File: src/rtl/alu_pipe_if.sv
// alu_pipe_if: operand/opcode handshake in, flagged result handshake out
interface alu_pipe_if #(parameter int WIDTH = 8);
   logic             in_valid;
   logic             in_ready;
   logic [WIDTH-1:0] a;
   logic [WIDTH-1:0] b;
   logic [3:0]       alu_sel;
   logic             out_valid;
   logic             out_ready;
   logic [WIDTH-1:0] alu_out;
   logic             z;
   logic             c;
   logic             o;
   logic             n;
   logic             err;
   modport master (
      output in_valid, a, b, alu_sel, out_ready,
      input  in_ready, out_valid, alu_out, z, c, o, n, err
   );
   modport slave (
      input  in_valid, a, b, alu_sel, out_ready,
      output in_ready, out_valid, alu_out, z, c, o, n, err
   );
endinterface

File: src/rtl/alu_pipe.sv
// alu_pipe: handshaked ALU with registered result; define ALU_MUL_EN to build the iterative multiplier for opcode 1111
module alu_pipe #(parameter int WIDTH = 8) (
   input logic       clk,
   input logic       rst_n,
   alu_pipe_if.slave bus
);
   localparam int SHW = $clog2(WIDTH);
   logic [WIDTH-1:0] a, b, alu_out, r_val;
   logic [WIDTH:0]   ext;
   logic             ovf, ill, free, accept, ld, r_c, r_o, r_err;
   logic             out_valid, z, c, o, n, err;
   assign a = bus.a;
   assign b = bus.b;
   assign free = !out_valid || bus.out_ready;
   assign accept = bus.in_valid && bus.in_ready;
   assign bus.out_valid = out_valid;
   assign bus.alu_out = alu_out;
   assign bus.z = z;
   assign bus.c = c;
   assign bus.o = o;
   assign bus.n = n;
   assign bus.err = err;
   // single-cycle datapath: result in ext[WIDTH-1:0], carry/borrow/shifted-out bit in ext[WIDTH]
   always_comb begin
      ext = '0;
      ovf = 1'b0;
      ill = 1'b0;
      case (bus.alu_sel)
         4'h0: begin
            ext = {1'b0, a} + {1'b0, b};
            ovf = (a[WIDTH-1] ~^ b[WIDTH-1]) & (a[WIDTH-1] ^ ext[WIDTH-1]);
         end
         4'h1: begin
            ext = {1'b0, a} - {1'b0, b};
            ovf = (a[WIDTH-1] ^ b[WIDTH-1]) & (a[WIDTH-1] ^ ext[WIDTH-1]);
         end
         4'h2: ext = {1'b0, a & b};
         4'h3: ext = {1'b0, a | b};
         4'h4: ext = {1'b0, a ^ b};
         4'h5: ext = {1'b0, ~a};
         4'h6: ext = {a, 1'b0};
         4'h7: ext = {a[0], 1'b0, a[WIDTH-1:1]};
         4'h8: ext = {a[0], a[WIDTH-1], a[WIDTH-1:1]};
         4'h9: ext = {1'b0, a} + (WIDTH+1)'(1);
         4'hA: ext = {1'b0, a} - (WIDTH+1)'(1);
         4'hB: ext = {1'b0, (a == b) ? WIDTH'(1) : (a > b) ? WIDTH'(2) : WIDTH'(4)};
         4'hC: ext = {1'b0, a};
         4'hD: ext = {1'b0, b};
         4'hE: ext = {1'b0, a} << b[SHW-1:0];
         default: ill = 1'b1;
      endcase
   end
`ifdef ALU_MUL_EN
   typedef enum logic [1:0] {IDLE, MUL, HOLD} state_t;
   state_t             state, state_nx;
   logic [SHW-1:0]     cnt;
   logic [2*WIDTH-1:0] acc, mcand, acc_nx, prod;
   logic [WIDTH-1:0]   mplier;
   logic               start, load_alu, load_mul;
   assign acc_nx = acc + (mplier[0] ? mcand : '0);
   assign prod = (state == HOLD) ? acc : acc_nx;
   assign bus.in_ready = (state == IDLE) && free;
   assign ld = load_alu || load_mul;
   assign r_val = load_mul ? prod[WIDTH-1:0] : ext[WIDTH-1:0];
   assign r_c = load_mul ? |prod[2*WIDTH-1:WIDTH] : ext[WIDTH];
   assign r_o = !load_mul && ovf;
   assign r_err = !load_mul && ill;
   // state register; reset aborts any multiply in flight
   always_ff @(posedge clk or negedge rst_n) begin
      if (!rst_n) state <= IDLE;
      else state <= state_nx;
   end
   // next state and load strobes; a finished product waits in HOLD while the result register is full
   always_comb begin
      state_nx = state;
      start = 1'b0;
      load_alu = 1'b0;
      load_mul = 1'b0;
      case (state)
         IDLE: if (accept) begin
            start = bus.alu_sel == 4'hF;
            load_alu = !start;
            state_nx = start ? MUL : IDLE;
         end
         MUL: if (cnt == '0) begin
            load_mul = free;
            state_nx = free ? IDLE : HOLD;
         end
         HOLD: begin
            load_mul = free;
            state_nx = free ? IDLE : HOLD;
         end
         default: state_nx = IDLE;
      endcase
   end
   // shift-add multiplier: one partial product per cycle, counter runs WIDTH-1 down to 0
   always_ff @(posedge clk or negedge rst_n) begin
      if (!rst_n) begin
         cnt <= '0;
         acc <= '0;
         mcand <= '0;
         mplier <= '0;
      end else if (start) begin
         cnt <= SHW'(WIDTH - 1);
         acc <= '0;
         mcand <= {{WIDTH{1'b0}}, a};
         mplier <= b;
      end else if (state == MUL) begin
         cnt <= cnt - SHW'(cnt != '0);
         acc <= acc_nx;
         mcand <= mcand << 1;
         mplier <= mplier >> 1;
      end
   end
`else
   assign bus.in_ready = free;
   assign ld = accept;
   assign r_val = ext[WIDTH-1:0];
   assign r_c = ext[WIDTH];
   assign r_o = ovf;
   assign r_err = ill;
`endif
   // result register: loads a new result (even while the old one is consumed), otherwise empties on consume
   always_ff @(posedge clk or negedge rst_n) begin
      if (!rst_n) begin
         out_valid <= 1'b0;
         alu_out <= '0;
         z <= 1'b0;
         c <= 1'b0;
         o <= 1'b0;
         n <= 1'b0;
         err <= 1'b0;
      end else if (ld) begin
         out_valid <= 1'b1;
         alu_out <= r_val;
         z <= r_val == '0;
         c <= r_c;
         o <= r_o;
         n <= r_val[WIDTH-1];
         err <= r_err;
      end else if (bus.out_ready) begin
         out_valid <= 1'b0;
      end
   end
endmodule
File: src/flat_wrapper.sv
// flat-port wrapper written by rule: the top's interface ports become plain ports
module alu_pipe_flat 
#(parameter int WIDTH = 8)
  (clk, rst_n, bus_in_valid, bus_a, bus_b, bus_alu_sel, bus_out_ready, bus_in_ready, bus_out_valid, bus_alu_out, bus_z, bus_c, bus_o, bus_n, bus_err);
  alu_pipe_if #(.WIDTH(WIDTH)) bus_i ();
  input logic clk;
  input logic rst_n;
  input wire logic [$bits(bus_i.in_valid)-1:0] bus_in_valid;
  input wire logic [$bits(bus_i.a)-1:0] bus_a;
  input wire logic [$bits(bus_i.b)-1:0] bus_b;
  input wire logic [$bits(bus_i.alu_sel)-1:0] bus_alu_sel;
  input wire logic [$bits(bus_i.out_ready)-1:0] bus_out_ready;
  output wire logic [$bits(bus_i.in_ready)-1:0] bus_in_ready;
  output wire logic [$bits(bus_i.out_valid)-1:0] bus_out_valid;
  output wire logic [$bits(bus_i.alu_out)-1:0] bus_alu_out;
  output wire logic [$bits(bus_i.z)-1:0] bus_z;
  output wire logic [$bits(bus_i.c)-1:0] bus_c;
  output wire logic [$bits(bus_i.o)-1:0] bus_o;
  output wire logic [$bits(bus_i.n)-1:0] bus_n;
  output wire logic [$bits(bus_i.err)-1:0] bus_err;
  assign bus_i.in_valid = bus_in_valid;
  assign bus_i.a = bus_a;
  assign bus_i.b = bus_b;
  assign bus_i.alu_sel = bus_alu_sel;
  assign bus_i.out_ready = bus_out_ready;
  assign bus_in_ready = bus_i.in_ready;
  assign bus_out_valid = bus_i.out_valid;
  assign bus_alu_out = bus_i.alu_out;
  assign bus_z = bus_i.z;
  assign bus_c = bus_i.c;
  assign bus_o = bus_i.o;
  assign bus_n = bus_i.n;
  assign bus_err = bus_i.err;
  alu_pipe #(.WIDTH(WIDTH)) u_core (.clk(clk), .rst_n(rst_n), .bus(bus_i));
endmodule
File: config.mk
export PLATFORM = sky130hd
export DESIGN_NAME = alu_pipe_flat
export DESIGN_NICKNAME = d
export VERILOG_FILES = /design/src/rtl/alu_pipe_if.sv /design/src/rtl/alu_pipe.sv /design/src/flat_wrapper.sv
export SDC_FILE = /design/constraint.sdc
export NUM_CORES = 1
export LEC_CHECK = 0
export ABC_AREA = 1
export BUFFER_PORTS_ARGS = -buffer_cell sky130_fd_sc_hd__buf_2
export CAP_MARGIN = 10
export CORE_ASPECT_RATIO = 0.9
export CORE_MARGIN = 8
export CORE_UTILIZATION = 55
export CTS_BUF_LIST = sky130_fd_sc_hd__clkbuf_4
export DETAILED_ROUTE_END_ITERATION = 8
export HOLD_SLACK_MARGIN = 0.12
export PLACE_DENSITY = 0.78
export SETUP_SLACK_MARGIN = 0.5
export SLEW_MARGIN = 15
export SYNTH_ARGS = -nofsm -noshare
export SYNTH_HDL_FRONTEND = slang
export SYNTH_SLANG_ARGS = --single-unit
File: constraint.sdc
create_clock -name clk -period 2.3 [get_ports clk]
set_input_delay 0 -clock clk [delete_from_list [all_inputs] [get_ports clk]]
set_output_delay 0 -clock clk [all_outputs]
set_load 0.01 [all_outputs]
======== After elaboration in Yosys (flattened, before gate mapping) ========
Cells that the tools add are included.
cells by class
  $add $sub $neg .......................... 4
  $lt $le $gt $ge ......................... 1
  equality and inequality tests ........... 15
  shift-type cells ........................ 1
  muxes and demuxes ....................... 7
  bitwise logic cells ..................... 10
  reductions and logical operators ........ 7
operators with widths
  cell                   count
  $pmux W9 S15           1
  $eq A4 B4 Y1 const B   7
  $eq A4 B3 Y1 const B   4
  $reduce_or A15 Y1      1
  $add A8 B1 Y9 const B  1
  $add A8 B8 Y9          1
  $shl A8 B3 Y9          1
  $sub A8 B1 Y9 const B  1
  $sub A8 B8 Y9          1
  $and A8 B8 Y8          1
  $eq A4 B2 Y1 const B   2
  $eq A8 B8 Y1           1
  $gt A8 B8 Y1           1
  $logic_not A8 Y1       1
  $mux W8                1
  $not A8 Y8             1
  $or A8 B8 Y8           1
  $xor A8 B8 Y8          1
  $eq A4 B1 Y1 const B   1
  $logic_not A4 Y1       1
  $mux W1                3
  $mux W3                1
  $xor A1 B1 Y1          3
  $and A1 B1 Y1          2
  6 further kinds        6
word-level totals
  bits in registers ....................... 14
  output and inout bits ................... 15

======== Longest topological paths before layout ========
  word-level depth ........................ 5
  depth in mapped cells ................... 19
  depth with buffers taken out ............ 18

======== Worst setup path after synthesis ========
Ideal clock, no wire load.
  kind .................................... in2reg
  from .................................... in bus_a[2]
  to ...................................... reg u_core.z (netlist: u_core.bus.z)
  arrival time ............................ 1.752 ns
  data required time ...................... 2.183 ns
  path slack .............................. 0.431 ns
  cell stages on the path ................. 17
  path buffers ............................ 2
  cells stage by stage .................... clkbuf_1 -> inv_1 -> ha_1 -> buf_2 -> inv_1 -> nand2_1 -> nand2_1 -> nand2_1 -> nand3_1 -> a21oi_1 -> nand3_1 -> nand3_1 -> nor2_1 -> nand2_1 -> nor2_1 -> nand3_1 -> nand2_1
between the ends
  word-level cells in the longest chain between the ends .. 5
ends and longest elaborated chain
  element                 line               RTL
  start: declaration      flat_wrapper.sv:9  input wire logic [$bits(bus_i.a)-1:0] bus_a;
  $gt A8 B8 Y1            alu_pipe.sv:46     4'hB: ext = {1'b0, (a == b) ? WIDTH'(1) : (a > b) ? WIDTH'(2) : WIDTH'(4)};
  $mux W3                 alu_pipe.sv:46
  $mux W8                 alu_pipe.sv:46
  $pmux W9 S15 (*)        alu_pipe.sv:28     case (bus.alu_sel)
  $logic_not A8 Y1 (*)    alu_pipe.sv:136    z <= r_val == '0;
  end signal: assignment  alu_pipe.sv:128    z <= 1'b0;
  end signal: assignment  alu_pipe.sv:136
  end: declaration        alu_pipe.sv:11     logic out_valid, z, c, o, n, err;
Every way passes the cells marked *; elsewhere a longest branch is shown, timed or not.
A chain may end at the register's enable or synchronous reset.

======== Worst setup path in the final report ========
  from .................................... in bus_a[0]
  to ...................................... reg u_core.z (netlist: u_core.bus.z)
Same word-level chain as after synthesis.

==> reports/qor.csv <==
metric;value;unit
post-route-period-util;73.2;%
cp-endpoint;u_core.bus.z;
synth_edf_count;0;
dp.cells;651;
io_pins;39;
cts_buffers;3;
final_nets;643;
die_h;84.6;um
final_antenna_net_count;0;
clock_skew;0.00503;ns
path_cells;buf_2 > inv_2 > ha_2 > fa_2 > inv_1 > nand2_1 > nand3_1 > nor2_1 > nand2_1 > nor2_2 > nand3_1 > nor3_2 > nand3_1 > nand2_1;
root_buffer;clkbuf_4;
synth_fp_nets;590;
slew_headroom;59.1;%
grt_pass1_wl;17500;um
rows;25;
crit_fanout;4;
irDropWorstVdd;348;uV
drt_iter0_markers;433;
syn_inst;538;
nFillCells;532;
status;complete, no violations;
rsz0062_at_grt;no;
gp_congestion;1.01;
dp_hpwl;8890;um
avgSynthCellArea;5.35;um2
cp-start-kind;primary input;
power.leakage;1.85;nW
dr.pass1.iters;5;
grt_pass1_vias;3576;
reg2reg_depth;7;
finalHoldViolCount;0;
ys_top_cells_by_area;nand2_1 (25%), dfrtp_1 (11%), ha_1 (11%);
initial_core_util;55.8;%
hold_class;in2reg;
core;5160;um2
finalWirelength;10900;um
synth_seq_cells;13;
cts_sinks;13;
viasPerCell;5.76;
synth_cell_types;34;
maxSlewViolCount;0;
clk_latency;0.28;ns
maxCapViolCount;0;
antenna_cells;0;
rr_startpoint;u_core.bus.out_valid;
pre_cts_slack;0.276;ns
tns;0;ns
yosysSeqAreaShare;11.3;%
ff_latch_area;325;um2
cp.arrival;1.90;ns
die_x;92.2;um
io_buffer_count;38;
yosysTopAreaCellShare;24.8;%
async_flop_share;100;%
grt_usage;27.4;%
r2r_slack;0.85;ns
drc;0;
critPathCaptureType;flop;
setup_violations;0;
r2r_end;u_core.bus.z;
drive_gt1_share;16.9;%
final_common_cell;nand2_1;
tritoncts;done;
min_period;1.68;ns
dieArea;7810;um2
clkTransAtPathRegs;0.08;ns
fin_cells;657;
synth_top_area_cell;nand2_1;
layout_common_cells;nand2_1 (190), nor2_1 (66), inv_1 (57);
htreeDepth;1;
crit_path_max_incr_delay;0.52;ns
wl_per_cell;16.6;um
required;2.52;ns
clk_path_buf_depth;2;
grt_max_degree;14;
syn_to_final_growth;18.9;%
postCtsSetupRepairBufs;0;
cpMaxStageDelayCell;fa_2;
critPathLaunch;bus_a[0];
tightest_slew;0.614;ns
multiInputGateArea;2350;um2
dr_total_vias;3782;
antenna_found_initial;0;
ys.flop_type;dfrtp_1;
worstHoldPathCells;3;
ys_warn_count;0;
max_freq;0.594;GHz
powerDensity;323;nW/um2
layout_setup_ws;0.617;ns
path_class;in2reg;
overflow;0;
synth_area;2880;um2
final cells by class:
type                    count  share of cell area, %
multi-input cells         444                   68.6
repair buffers             61                   10.8
flip-flops and latches     13                   9.51
inverters                  68                   7.71
well taps                  67                   2.45
clock buffers               4                  0.878
sequential cells by signal (all words and copies together) (netlist names):
name                  cells
u_core.bus.err            1
u_core.bus.z              1
u_core.bus.c              1
u_core.bus.n              1
u_core.bus.out_valid      1
u_core.bus.o              1
u_core.bus.alu_out        7
power breakdown:
part	leakage, nW	total, mW	internal [mW]	switching [mW]
Combinational	1.66	0.669	0.235	0.433
Sequential	0.165	0.282	0.264	0.0178
Clock	0.0184	0.154	0.0790	0.0748
routing by layer:
metal | GRT usage (%) | share of wire, %
met1 | 36.8 | 41
met2 | 43.5 | 44
met5 | 0 | 0
met3 | 4.99 | 12
met4 | 7.60 | 2.9
worst min path at each step:
stage                     slack, ns               endpoint           start
final                          0.13         u_core.bus.err  bus_alu_sel[1]
after global routing           0.14         u_core.bus.err  bus_alu_sel[1]
after CTS                      0.12         u_core.bus.err  bus_alu_sel[1]
after detailed placement       -0.1         u_core.bus.err           rst_n
after global placement        -0.11   u_core.bus.out_valid           rst_n
after floorplan               -0.30  u_core.bus.alu_out[0]           rst_n
kinds of logic (layout without fill, tap and decap cells):
kind of cell	after synthesis	count (layout)	synth area share (%)
and+or+nand+nor	349	349	51.0
buffers and inverters	81	133	11.3
AOI/OAI and AO/OA	65	65	13.0
adders and majority gates	28	28	12.7
DFF	13	13	11.3
xor gates and xnor gates	2	2	0.609
repair_timing:
action                     in CTS  in global routing
hold endpoints to repair       14                  0
hold buffers                    2                  0
gates resized for setup         0                 28
setup endpoints to repair       0                  4
critical path, delay by kind of cell:
family | cells | cell delay (ns)
buffers and inverters | 3 | 0.26
adders and majority gates | 2 | 0.72
and+or+nand+nor | 9 | 0.91
cell usage after synthesis, drive strengths merged, types with 3 or more instances:
master / count
buf: 10
nor2: 73
a41oi: 3
clkinv: 5
nand2: 196
dfrtp: 13
o21bai: 3
inv: 63
nand3: 58
ha: 26
nand3b: 4
nor3: 7
nand4: 8
o211ai: 4
clkbuf: 3
a21oi: 23
a21o: 3
o21ai: 24
through the flow:
step                      hold WS (ns)  utilization [%]  cell area, um2  power, mW
after floorplan                 -0.296                -            2880      0.681
after detailed placement       -0.0970             62.9            3240      0.901
after global placement          -0.109             62.9            3240      0.894
after global routing             0.140             66.3            3420       1.19
after CTS                        0.124             63.8            3290       1.06
final                            0.130             66.3            3420       1.10
No activity file was read; power rests on OpenSTA's default activity.
